File: config.mk
export PLATFORM = sky130hd
export DESIGN_NAME = timer_counter_flat
export DESIGN_NICKNAME = d
export VERILOG_FILES = /design/src/rtl/timer_counter_if.sv /design/src/rtl/timer_counter.sv /design/src/flat_wrapper.sv
export SDC_FILE = /design/constraint.sdc
export NUM_CORES = 1
export LEC_CHECK = 0
export ABC_AREA = 1
export BUFFER_PORTS_ARGS = -buffer_cell sky130_fd_sc_hd__buf_2
export CORE_ASPECT_RATIO = 1.5
export CORE_MARGIN = 2
export CORE_UTILIZATION = 35
export DETAILED_ROUTE_END_ITERATION = 8
export PLACE_DENSITY_LB_ADDON = 0.25
export SLEW_MARGIN = 30
export SYNTH_ARGS = -nofsm -noshare
export SYNTH_HDL_FRONTEND = slang
export SYNTH_SLANG_ARGS = --single-unit
File: constraint.sdc
create_clock -name clk -period 1.9 [get_ports clk]
set_input_delay 0.095 -clock clk [delete_from_list [all_inputs] [get_ports clk]]
set_output_delay 0.095 -clock clk [all_outputs]
set_load 0.03 [all_outputs]
File: src/rtl/timer_counter_if.sv
// Bridge-side bus bundle between the CPU and the memory-mapped timer:
// address, store data and strobe in; read data and interrupt out.
interface timer_counter_if;
  logic [31:0] addr_Bridge;
  logic [31:0] dOut_Bridge;
  logic        ifWr_Bridge;
  logic [31:0] dIn_Bridge;
  logic        irq;

  modport master (
    output addr_Bridge,
    output dOut_Bridge,
    output ifWr_Bridge,
    input  dIn_Bridge,
    input  irq
  );

  modport slave (
    input  addr_Bridge,
    input  dOut_Bridge,
    input  ifWr_Bridge,
    output dIn_Bridge,
    output irq
  );
endinterface

File: src/rtl/timer_counter.sv
// Programmable countdown timer on the CPU bridge: CTRL/PRESET/COUNT registers,
// one-shot or auto-reload periodic mode, maskable level interrupt.
module timer_counter #(
  parameter logic [31:0] BASE_ADDR = 32'h0000_7F00,
  parameter int          CNT_WIDTH = 32
) (
  input  logic            clk,
  input  logic            reset,
  timer_counter_if.slave  bus
);

  typedef enum logic [1:0] {
    S_IDLE = 2'd0,
    S_LOAD = 2'd1,
    S_CNT  = 2'd2,
    S_INT  = 2'd3
  } state_t;

  localparam logic [31:0]          END_ADDR   = BASE_ADDR + 32'hB;
  localparam logic [1:0]           REG_CTRL   = 2'd0;
  localparam logic [1:0]           REG_PRESET = 2'd1;
  localparam logic [1:0]           REG_COUNT  = 2'd2;
  localparam logic [CNT_WIDTH-1:0] CNT_ONE    = CNT_WIDTH'(1);

  state_t               state_q;
  logic [3:0]           ctrl_q;
  logic [CNT_WIDTH-1:0] preset_q;
  logic [CNT_WIDTH-1:0] count_q;
  logic [CNT_WIDTH-1:0] count_d;
  logic                 irq_flag_q;

  logic       sel;
  logic [1:0] idx;
  logic       wr_ctrl;
  logic       wr_preset;
  logic       ctrl_en;
  logic       ctrl_periodic;
  logic       ctrl_im;
  logic       last_tick;

  // Unsigned saturating decrement: COUNT never wraps below zero.
  function automatic logic [CNT_WIDTH-1:0] sat_dec(input logic [CNT_WIDTH-1:0] v);
    return (v > CNT_ONE) ? (v - CNT_ONE) : '0;
  endfunction

  assign sel       = (bus.addr_Bridge >= BASE_ADDR) && (bus.addr_Bridge <= END_ADDR);
  assign idx       = bus.addr_Bridge[3:2];
  assign wr_ctrl   = bus.ifWr_Bridge && sel && (idx == REG_CTRL);
  assign wr_preset = bus.ifWr_Bridge && sel && (idx == REG_PRESET);

  assign ctrl_en       = ctrl_q[0];
  assign ctrl_periodic = (ctrl_q[2:1] == 2'b01);
  assign ctrl_im       = ctrl_q[3];

  // COUNT<=1 is the terminal step, so PRESET=0 times out like PRESET=1.
  assign last_tick = (count_q <= CNT_ONE);
  assign count_d   = sat_dec(count_q);

  always_comb begin
    bus.dIn_Bridge = 32'h0;
    if (sel) begin
      unique case (idx)
        REG_CTRL:   bus.dIn_Bridge = {28'h0, ctrl_q};
        REG_PRESET: bus.dIn_Bridge = 32'(preset_q);
        REG_COUNT:  bus.dIn_Bridge = 32'(count_q);
        default:    bus.dIn_Bridge = 32'h0;
      endcase
    end
  end

  assign bus.irq = ctrl_im & irq_flag_q;

  always_ff @(posedge clk) begin
    if (!reset) begin
      state_q    <= S_IDLE;
      ctrl_q     <= 4'h0;
      preset_q   <= '0;
      count_q    <= '0;
      irq_flag_q <= 1'b0;
    end else begin
      if (wr_preset) begin
        preset_q <= bus.dOut_Bridge[CNT_WIDTH-1:0];
      end

      unique case (state_q)
        S_IDLE: begin
          if (ctrl_en) begin
            state_q <= S_LOAD;
          end
        end
        S_LOAD: begin
          count_q    <= preset_q;
          irq_flag_q <= 1'b0;
          state_q    <= S_CNT;
        end
        S_CNT: begin
          if (!ctrl_en) begin
            state_q <= S_IDLE;
          end else if (!last_tick) begin
            count_q <= count_d;
          end else begin
            count_q    <= '0;
            irq_flag_q <= 1'b1;
            state_q    <= S_INT;
          end
        end
        S_INT: begin
          if (ctrl_periodic) begin
            irq_flag_q <= 1'b0;
            state_q    <= S_LOAD;
          end else begin
            ctrl_q[0] <= 1'b0;
            state_q   <= S_IDLE;
          end
        end
        default: state_q <= S_IDLE;
      endcase

      // Placed last so a bus CTRL write overrides the FSM's EN clear and flag set.
      if (wr_ctrl) begin
        ctrl_q     <= bus.dOut_Bridge[3:0];
        irq_flag_q <= 1'b0;
      end
    end
  end

endmodule

File: src/flat_wrapper.sv
// flat-port wrapper written by rule: the top's interface ports become plain ports
module timer_counter_flat 
#(
  parameter logic [31:0] BASE_ADDR = 32'h0000_7F00,
  parameter int          CNT_WIDTH = 32
)
  (clk, reset, bus_addr_Bridge, bus_dOut_Bridge, bus_ifWr_Bridge, bus_dIn_Bridge, bus_irq);
  timer_counter_if bus_i ();
  input  logic clk;
  input  logic reset;
  input wire logic [$bits(bus_i.addr_Bridge)-1:0] bus_addr_Bridge;
  input wire logic [$bits(bus_i.dOut_Bridge)-1:0] bus_dOut_Bridge;
  input wire logic [$bits(bus_i.ifWr_Bridge)-1:0] bus_ifWr_Bridge;
  output wire logic [$bits(bus_i.dIn_Bridge)-1:0] bus_dIn_Bridge;
  output wire logic [$bits(bus_i.irq)-1:0] bus_irq;
  assign bus_i.addr_Bridge = bus_addr_Bridge;
  assign bus_i.dOut_Bridge = bus_dOut_Bridge;
  assign bus_i.ifWr_Bridge = bus_ifWr_Bridge;
  assign bus_dIn_Bridge = bus_i.dIn_Bridge;
  assign bus_irq = bus_i.irq;
  timer_counter #(.BASE_ADDR(BASE_ADDR), .CNT_WIDTH(CNT_WIDTH)) u_core (.clk(clk), .reset(reset), .bus(bus_i));
endmodule
==> parameters.txt, run 1 <==
Parameter                              Value

Run status
  Result of the run    finished with violations
  Violated checks    negative hold slack

Floorplan
  Number of standard-cell rows in the floorplan    51
  Initial core utilization    0.356
  Width of the chip    approximately 97 um
  Io pins    100
  Standard cell core area    between 0.01 and 0.015 mm2
  Die outline height    approximately 140 um
  Die footprint    roughly 0.014 mm2

Worst setup path
  Nature of the critical path endpoint    flop
  Data arrival time at the worst-slack endpoint    1.99 ns
  Worst-path fanout max    6
  Critical path data required time    2.14 ns
  Worst setup path class    reg -> reg
  Startpoint type of the worst setup path    flop

Global routing
  Wire length of the first global-routing pass    23800 um
  Number of global-route vias before repair    between 5000 and 6000
  GRT Residual Overflow    0
  Antenna violations before repair    0
  Overall Global Routing Usage    0.209
  Pin count of the biggest net entering global routing    56

Clocking
  Number of sinks on the clock net    71
  Number of buffers created by CTS    9
  Clock tree buffer depth    2
  Register clock-pin slew on the reported worst setup and hold paths    0.06 ns
  H-tree levels    3
  Post-CTS setup repair buffer count    0
  CTS tree    done
  Clock latency of the later-clocked register in the worst-skew pair    between 0.3 and 0.4 ns
  Clock Tree Root    sky130_fd_sc_hd__clkbuf_16

Synthesis
  Post-Synthesis Net Count    between 800 and 900
  Distinct cells, synth    32
  Cell area after synthesis    approximately 0.0046 mm2
  Synth area leaders    sky130_fd_sc_hd__dfxtp_1 (31%), sky130_fd_sc_hd__nand2_1 (19%), sky130_fd_sc_hd__nor2_1 (13%), sky130_fd_sc_hd__inv_1 (7.3%), sky130_fd_sc_hd__a21oi_1 (6.1%)
  Fraction of the yosys area taken by sequential cells    0.310
  Post-synthesis average cell area    between 5 and 6 um2
  Cell taking the most area after synthesis    sky130_fd_sc_hd__dfxtp_1
  Top cells by count, synth    sky130_fd_sc_hd__nand2_1 (231), sky130_fd_sc_hd__nor2_1 (155), sky130_fd_sc_hd__inv_1 (89)
  Cell with the most instances after synthesis    sky130_fd_sc_hd__nand2_1
  Number of flops mapped to enable cells by yosys    0
  Post-synthesis async set-or-reset flop share    0
  Count of state elements after synthesis    71
  Synthesized instance count    just under 800
  Warnings, synthesis    0
  Fraction of synthesized cell area taken by the top area cell type    0.310
  Primary FF master, synth    sky130_fd_sc_hd__dfxtp_1

Power and ir drop
  Clk pwr share    0.507
  Internal power    about 0.0026 W
  Worst-case vdd ir drop    0.000444 V
  Relative contribution of sequential cells to total power    0.436
  Switching power summed over all nets    roughly 0.00078 W
  Switching fraction of total power    0.227
  Static leakage power    3.08 nW
  Comb pwr share    0.058
  Total power divided by cell area    between 500 and 600 mW/mm2

Timing
  Headroom to the max-slew limit    0.674
  Fraction of the cycle the final worst path needs    0.925
  Highest clock rate    between 500 and 600 MHz
  Number of slew-limit violations in the final report    0
  Total count of hold-check failures in the final report    2
  Hold Slack    -0.00170 ns
  Actual transition at the worst max-transition pin    around 0.49 ns
  Finish-stage setup viols    0
  Final min period    1.76 ns
  Clock Skew    roughly 0.0070 ns
  RSZ-0062 raised after global routing    no
  Total Negative Setup Slacks    0 ns

Placement
  Placed inst area    0.00535 mm2
  Weighted congestion reported at the end of routability-driven placement    0.933
  Count of buffers inserted at the top-level ports    99
  Cell total after placement    about 1000
  Half-perimeter wire length of the detailed placement result    roughly 10000 um

Finish
  Net count reported at finish    slightly below 1000
  Number of antenna cells inserted    0
  Filler instances    approximately 1400
  Relative area change from synthesis to final layout    30.1%
  Post-route cell area    0.00596 mm2
  Post-Layout Cell Count    between 1000 and 1500
  Fraction of layout cells with a size suffix above 1    0.179

Detailed routing
  ANT nets after route    0
  DR vias/cell    just under 5
  Drt pass-1 iters    4
  Initial detailed-routing violation count    between 150 and 200
  DRC violations left    0
  Vias post-DR    approximately 5200
  Routed Wire Length    approximately 15000 um
  Per-cell routed wire length    13.4 um

Worst hold path
  Hold Path Class    in -> reg

Flow run
  Count of maximum capacitance violations    0
[flip-flops by register name, indices dropped and copies added, names as in the netlist]
register / cells
u_core.preset_q: 32
u_core.irq_flag_q: 1
u_core.state_q: 2
u_core.count_q: 32
u_core.ctrl_q: 4
[per-layer routing]
layer / vias up / track usage / wire (um)
met3: 26 / 0.0377 / 574
met2: 119 / 0.391 / 7760
met5: - / 0 / 0
met4: 0 / 0.0892 / 380
li1: 2722 / - / -
met1: 2365 / 0.230 / 5880
[worst max-delay path, cell delays in order, from the launching register on]
cell	delay, ns
sky130_fd_sc_hd__dfxtp_2	0.34
sky130_fd_sc_hd__inv_1	0.11
sky130_fd_sc_hd__ha_1	0.18
sky130_fd_sc_hd__nand2_1	0.10
sky130_fd_sc_hd__nor2_2	0.16
sky130_fd_sc_hd__nand2_1	0.10
sky130_fd_sc_hd__nand2_2	0.11
sky130_fd_sc_hd__nand2_4	0.06
sky130_fd_sc_hd__nand2_4	0.07
sky130_fd_sc_hd__inv_2	0.07
sky130_fd_sc_hd__buf_4	0.16
sky130_fd_sc_hd__a21oi_1	0.14
sky130_fd_sc_hd__nor2_1	0.05
[stage by stage]
step	utilization	total power (W)	worst slack, ns
after floorplan	-	0.00157	0.269
after global placement	0.415	0.00167	0.144
after detailed placement	0.415	0.00167	0.140
after CTS	0.462	0.00345	0.113
after global routing	0.463	0.00351	0.00963
final	0.463	0.00342	0.143
[area by class of cell]
| cell class | count | area (um2) | area share |
|---|---|---|---|
| inverters | 93 | 349 | 0.0585 |
| repair buffers | 158 | 1050 | 0.177 |
| multi-input cells | 590 | 2640 | 0.443 |
| well taps | 159 | 199 | 0.0334 |
| clock inverters | 5 | 57.6 | 0.00965 |
| flip-flops and latches | 71 | 1420 | 0.239 |
| clock buffers | 10 | 239 | 0.0401 |
[logic make-up (layout without fill, tap and decap cells)]
logic type | count (synthesis) | in the layout | synth area share
AND/OR/NAND/NOR | 454 | 454 | 0.408
buffers and inverters | 126 | 266 | 0.115
AO/OA/AOI/OAI | 121 | 121 | 0.137
flip-flops | 71 | 71 | 0.310
XOR/XNOR | 13 | 13 | 0.0248
adder cells (fa/ha/maj) | 2 | 2 | 0.00546
[power by group through the flow]
stage          clock [W]  combinational [W]  sequential (W)
2_1_floorplan          0          0.0000529         0.00152
3_3_place_gp           0           0.000151         0.00152
3_5_place_dp           0           0.000152         0.00152
4_1_cts          0.00176           0.000199         0.00149
5_1_grt          0.00181           0.000219         0.00149
6_report         0.00173           0.000197         0.00149
[layout by cell type, fill, tap and decap left out, drive strengths merged]
master | Yosys | final
dlygate4sd3 | 0 | 30
xnor2 | 5 | 5
buf | 14 | 128
inv | 93 | 94
nor2 | 163 | 163
a21oi | 56 | 56
o22ai | 3 | 3
clkbuf | 19 | 10
a221oi | 1 | 1
o21ai | 55 | 55
a31oi | 3 | 3
bufinv | 0 | 1
nand4 | 8 | 8
clkinv | 0 | 3
dfxtp | 71 | 71
o21bai | 1 | 1
nor3 | 5 | 5
and2 | 1 | 1
o21a | 1 | 1
o21ba | 1 | 1
or2 | 2 | 2
xor2 | 8 | 8
nand3 | 39 | 39
nand2 | 234 | 234
nand3b | 1 | 1
ha | 2 | 2
nor4 | 1 | 1
[worst paths after layout]
check        slack [ns]                 from  depth (start not counted)             endpoint
min              -0.002  bus_dOut_Bridge[30]                          3  u_core.preset_q[30]
min reg2reg        0.50    u_core.irq_flag_q                          2    u_core.irq_flag_q
max                0.14    u_core.count_q[0]                         12   u_core.count_q[24]
max reg2reg        0.14    u_core.count_q[0]                         12   u_core.count_q[24]
[timing repair]
| action | 4_1_cts | 5_1_grt |
|---|---|---|
| gates resized for setup | 0 | 5 |
| endpoints found under the hold margin | 33 | 0 |
| hold buffers | 30 | 0 |
| setup endpoints to repair | 0 | 11 |
Note: power is estimated with default switching activity, not from simulation.
==> inputs of run 2 (changes only) <==
CAP_MARGIN = 20   (was not set)
CORE_UTILIZATION = 55   (was 35)
==> parameters.txt, run 2 (synthesized netlist as in run 1, its figures left out) <==
Parameter                              Value

Placement
  Cell total after placement    slightly below 1000
  Half-perimeter wire length of the detailed placement result    just over 10000 um
  Placed inst area    between 0.005 and 0.006 mm2
  Count of buffers inserted at the top-level ports    slightly below 100
  Weighted congestion reported at the end of routability-driven placement    between 1 and 1.5

Finish
  Post-route cell area    ~0.006 mm2
  Most frequent cells in the layout    sky130_fd_sc_hd__nand2_1 (231), sky130_fd_sc_hd__nor2_1 (150), sky130_fd_sc_hd__buf_2 (99)
  Relative area change from synthesis to final layout    27.3%
  Post-Layout Cell Count    between 1000 and 1500
  Registers with the highest flip-flop counts    u_core.count_q: 32 flops, u_core.preset_q: 32 flops, u_core.ctrl_q: 4 flops
  Net count reported at finish    roughly 980
  Commonest non-fill, non-tap cell in the layout    sky130_fd_sc_hd__nand2_1
  Number of antenna cells inserted    0
  Filler instances    between 700 and 800
  Fraction of layout cells with a size suffix above 1    0.176

Floorplan
  Initial core utilization    0.569
  Die footprint    between 0.009 and 0.01 mm2
  Standard cell core area    slightly above 0.008 mm2
  Number of standard-cell rows in the floorplan    40
  Width of the chip    78.5 um
  Io pins    100
  Die outline height    around 120 um

Worst hold path
  Hold Startpoint    bus_dOut_Bridge[26]
  Hold Path Class    in -> reg

Worst setup path
  Cell-by-cell listing of the critical path    inv_1 > nor2_4 > inv_2 > nor2_4 > nor2_4 > inv_2 > buf_12 > o21ai_0 > o21ba_1
  Logic depth of the worst register-to-register path    9
  Startpoint type of the worst setup path    flop
  Slack of the worst reg-to-reg path    about 0.073 ns
  Data arrival time at the worst-slack endpoint    2.07 ns
  Slowest stage cell, crit path    sky130_fd_sc_hd__dfxtp_1
  Launching point of the worst reg2reg path    u_core.state_q[1]
  Critical path data required time    between 2 and 2.5 ns
  Critical Path Source    u_core.state_q[1]
  Worst setup path class    reg -> reg
  CP peak stage delay    0.41 ns
  Nature of the critical path endpoint    flop
  Worst-path fanout max    55
  Endpoint of the worst setup timing path    u_core.count_q[1]
  Worst reg2reg endpoint    u_core.count_q[1]
  Cell repeated most along the worst path    sky130_fd_sc_hd__nor2_4

Detailed routing
  Vias post-DR    between 5000 and 6000
  Drt pass-1 iters    8
  DRC violations left    0
  Initial detailed-routing violation count    300
  DR vias/cell    5.29
  Routed Wire Length    14800 um
  Per-cell routed wire length    between 10 and 15 um
  ANT nets after route    0

Timing
  Highest clock rate    roughly 550 MHz
  Actual transition at the worst max-transition pin    about 0.67 ns
  RSZ-0062 raised after global routing    no
  Clock Skew    around 0.0074 ns
  Hold Slack    a little under 0.002 ns
  Final min period    around 1.8 ns
  Total Negative Setup Slacks    0 ns
  Total count of hold-check failures in the final report    0
  Headroom to the max-slew limit    0.556
  Fraction of the cycle the final worst path needs    0.962
  Number of slew-limit violations in the final report    0
  Finish-stage setup viols    0

Clocking
  CTS tree    done
  Clock latency of the later-clocked register in the worst-skew pair    between 0.3 and 0.4 ns
  Clock Tree Root    sky130_fd_sc_hd__clkbuf_16
  Number of sinks on the clock net    slightly above 70
  H-tree levels    3
  Register clock-pin slew on the reported worst setup and hold paths    0.06 ns
  Clock tree buffer depth    2
  Number of buffers created by CTS    9

Global routing
  Number of global-route vias before repair    a little over 5000
  Pin count of the biggest net entering global routing    66
  Overall Global Routing Usage    0.338
  Wire length of the first global-routing pass    between 20000 and 25000 um
  GRT Residual Overflow    0
  Antenna violations before repair    0

Power and ir drop
  Total power divided by cell area    between 600 and 700 mW/mm2
  Static leakage power    just over 3 nW
  Worst-case vdd ir drop    between 0.0006 and 0.0007 V

Flow run
  Count of maximum capacitance violations    0

Run status
  Result of the run    complete, no violations
run 2: final cells by class:
class / instances / area [um2] / area share
Clock buffer: 10 / 229 / 0.0392
Tap cell: 105 / 131 / 0.0225
Timing Repair Buffer: 148 / 947 / 0.162
Multi-Input combinational cell: 590 / 2660 / 0.456
Sequential cell: 71 / 1420 / 0.244
Clock inverter: 6 / 92.6 / 0.0159
Inverter: 93 / 352 / 0.0602
run 2: critical path: cells and delay by family (launching register included):
family	cells	cell delay, ns
DFF	1	0.41
and+or+nand+nor	3	0.39
buffers and inverters	4	0.52
AOI/OAI and AO/OA	2	0.35
run 2: worst min-delay path by stage:
stage,slack (ns),to,depth (start not counted)
final,0.002,u_core.preset_q[26],3
after global placement,0.32,u_core.preset_q[15],3
after global routing,0.01,u_core.preset_q[24],3
after detailed placement,0.32,u_core.preset_q[5],3
after CTS,0.004,u_core.preset_q[0],3
after floorplan,0.23,u_core.ctrl_q[1],2
run 2: repair_timing:
action                     4_1_cts  5_1_grt
setup buffers                    0        0
hold endpoints to repair        27        0
hold buffers                    27        0
setup endpoints to repair        0       26
resized for setup                0       13
run 2: metrics by stage:
| step | setup WS (ns) | power (W) | utilization |
|---|---|---|---|
| finish | 0.0729 | 0.00354 | 0.724 |
| detailed placement | 0.0811 | 0.00167 | 0.646 |
| global placement | 0.140 | 0.00166 | 0.646 |
| CTS | 0.0411 | 0.00355 | 0.720 |
| floorplan | 0.269 | 0.00157 | - |
| global route | 0.00665 | 0.00363 | 0.724 |
run 2: per-layer routing:
metal  global-route usage  share of wire  up-vias
met2                0.625           0.52      236
li1                     -              -     2704
met3               0.0444          0.059       45
met4                0.223          0.051        0
met1                0.355           0.37     2430
met5                    0              0        -
run 2: power by group:
group,switching [W],internal (W),leakage (nW)
logic,0.0000904,0.0000990,2.30
registers,0.0000000378,0.00149,0.572
clock network,0.000704,0.00116,0.150
==> inputs of run 3 (changes only) <==
CORE_UTILIZATION = 50   (was 55)
clock period = 1.65 ns   (was 1.9 ns; I/O delays follow)
==> parameters.txt, run 3 (synthesized netlist as in run 1, its figures left out) <==
Parameter                              Value

Worst setup path
  Nature of the critical path endpoint    flop
  Worst-path fanout max    4
  Cell-by-cell listing of the critical path    buf_6 > nor2_4 > nand2_2 > nor2_4 > buf_6 > clkinvlp_4 > nor2_4 > nand4_1 > nand3_2 > a21oi_2
  Cell repeated most along the worst path    sky130_fd_sc_hd__nor2_4
  Slowest stage cell, crit path    sky130_fd_sc_hd__dfxtp_4
  Slack of the worst reg-to-reg path    -0.008 ns
  Logic depth of the worst register-to-register path    10
  Critical path data required time    roughly 1.9 ns
  Launching point of the worst reg2reg path    u_core.count_q[4]
  Data arrival time at the worst-slack endpoint    about 1.9 ns
  Startpoint type of the worst setup path    flop
  Cell family contributing the most delay on the critical path    simple AND/OR/NAND/NOR gates
  CP peak stage delay    0.36 ns
  Sum of buffers and inverters on the critical path    3
  Worst reg2reg endpoint    u_core.count_q[19]
  Worst setup path class    reg -> reg

Clocking
  Clock latency of the later-clocked register in the worst-skew pair    about 0.35 ns
  CTS tree    done
  Clock Tree Root    sky130_fd_sc_hd__clkbuf_16
  Register clock-pin slew on the reported worst setup and hold paths    ~0.060 ns
  Clock tree buffer depth    2
  H-tree levels    3
  Number of buffers created by CTS    9
  Number of sinks on the clock net    slightly above 70

Power and ir drop
  Static leakage power    about 3.5 nW
  Total power divided by cell area    about 610 mW/mm2
  Worst-case vdd ir drop    0.000627 V

Timing
  Final min period    around 1.7 ns
  Finish-stage setup viols    1
  Headroom to the max-slew limit    0.709
  Clock Skew    approximately 0.006 ns
  Fraction of the cycle the final worst path needs    1.00
  Total Negative Setup Slacks    -0.00757 ns
  Total count of hold-check failures in the final report    0
  RSZ-0062 raised after global routing    yes
  Actual transition at the worst max-transition pin    between 0.4 and 0.5 ns
  Worst Setup Slack, final    -0.00757 ns
  Number of slew-limit violations in the final report    0
  Highest clock rate    around 600 MHz

Finish
  Fraction of layout cells with a size suffix above 1    0.285
  Net count reported at finish    between 1000 and 1500
  Relative area change from synthesis to final layout    45.5%
  Commonest non-fill, non-tap cell in the layout    sky130_fd_sc_hd__nand2_1
  Most frequent cells in the layout    sky130_fd_sc_hd__nand2_1 (224), sky130_fd_sc_hd__nor2_1 (127), sky130_fd_sc_hd__buf_2 (98)
  Registers with the highest flip-flop counts    u_core.count_q: 32 flops, u_core.preset_q: 32 flops, u_core.ctrl_q: 4 flops

Global routing
  Overall Global Routing Usage    0.329
  Antenna violations before repair    0
  Wire length of the first global-routing pass    about 25000 um
  Number of global-route vias before repair    around 5500
  Pin count of the biggest net entering global routing    45
  GRT Residual Overflow    0

Detailed routing
  Drt pass-1 iters    5
  Vias post-DR    roughly 5700
  DRC violations left    0
  Per-cell routed wire length    between 10 and 15 um
  Initial detailed-routing violation count    ~280
  ANT nets after route    0
  Routed Wire Length    about 16000 um
  DR vias/cell    5.19

Floorplan
  Io pins    100
  Width of the chip    slightly above 80 um
  Initial core utilization    0.516
  Die footprint    0.00996 mm2
  Die outline height    about 120 um
  Number of standard-cell rows in the floorplan    42
  Standard cell core area    approximately 0.0089 mm2

Placement
  Weighted congestion reported at the end of routability-driven placement    0.910
  Half-perimeter wire length of the detailed placement result    ~11000 um
  Count of buffers inserted at the top-level ports    about 100
  Setup slack after placement    -0.0726 ns

Run status
  Result of the run    finished with violations
  Violated checks    negative setup slack

Worst hold path
  Hold worst-path end    u_core.count_q[7]
  Hold Path Cell Cnt    3
  Hold Startpoint    reset
  Hold Path Class    in -> reg

Flow run
  Count of maximum capacitance violations    0
## run 3: cell count changes in the layout (fill, tap and decap cells not counted), moves of 6 or more
| cell | previous run | this run |
|---|---|---|
| sky130_fd_sc_hd__a21oi_1 | 56 | 50 |
| sky130_fd_sc_hd__a21oi_2 | 0 | 6 |
| sky130_fd_sc_hd__buf_4 | 20 | 81 |
| sky130_fd_sc_hd__buf_6 | 1 | 7 |
| sky130_fd_sc_hd__dfxtp_1 | 70 | 63 |
| sky130_fd_sc_hd__dfxtp_2 | 1 | 7 |
| sky130_fd_sc_hd__nand2_1 | 231 | 224 |
| sky130_fd_sc_hd__nand2_2 | 1 | 7 |
| sky130_fd_sc_hd__nor2_1 | 150 | 127 |
| sky130_fd_sc_hd__nor2_2 | 6 | 18 |
| sky130_fd_sc_hd__nor2_4 | 7 | 18 |
## run 3: worst max-delay path by stage
stage                           start                  to  slack (ns)  cells past startpoint
global placement    u_core.count_q[1]  u_core.count_q[25]       -0.04                     11
CTS                 u_core.count_q[1]  u_core.count_q[19]      -0.007                     11
finish              u_core.count_q[4]  u_core.count_q[19]      -0.008                     10
floorplan           u_core.count_q[0]  u_core.count_q[17]        0.02                     12
detailed placement  u_core.count_q[1]  u_core.count_q[17]       -0.07                     10
global route        u_core.count_q[4]  u_core.count_q[19]       -0.10                     11
## run 3: final cells by class
| class | count | area [um2] |
|---|---|---|
| clock buffer | 10 | 239 |
| multi-input combinational | 590 | 2840 |
| timing repair buffer | 222 | 1570 |
| tap | 110 | 138 |
| fill | 754 | 2210 |
| sequential | 71 | 1430 |
| antenna | 1 | 2.50 |
| inverter | 93 | 355 |
| clock inverter | 5 | 82.6 |
## run 3: tightest hold or removal path: cells and delay by family
| kind | cells | cell delay, ns |
|---|---|---|
| buf+inv | 2 | 0.23 |
| compound gates | 1 | 0.13 |
## run 3: per-layer routing
layer  track usage  wire length (um)
met2         0.600              8640
met1         0.338              5860
met4         0.201               782
met3        0.0499               848
met5             0                 0
## run 3: timing repair
item | in CTS | in global routing
hold endpoints to repair | 35 | 0
setup buffers | 0 | 8
hold buffers | 32 | 0
gates resized for setup | 6 | 82
endpoints found under the setup margin | 9 | 61
pin swaps | 0 | 26
## run 3: metrics by stage
| step | cell area, um2 | total power, W | util | cells | hold WS, ns |
|---|---|---|---|---|---|
| after detailed placement | 5700 | 0.00192 | 0.642 | 1046 | 0.310 |
| after floorplan | 4580 | 0.00181 | - | 787 | 0.217 |
| after CTS | 6350 | 0.00411 | 0.716 | 1093 | 0.121 |
| final | 6670 | 0.00409 | 0.751 | 1102 | 0.135 |
| after global placement | 5700 | 0.00192 | 0.642 | 1046 | 0.303 |
| after global routing | 6660 | 0.00419 | 0.750 | 1101 | 0.152 |
## run 3: report_power, final
group	switching (W)	internal, W
Clock	0.000790	0.00136
Sequential	0.0000000239	0.00171
Combinational	0.000110	0.000125
Total	0.000900	0.00319
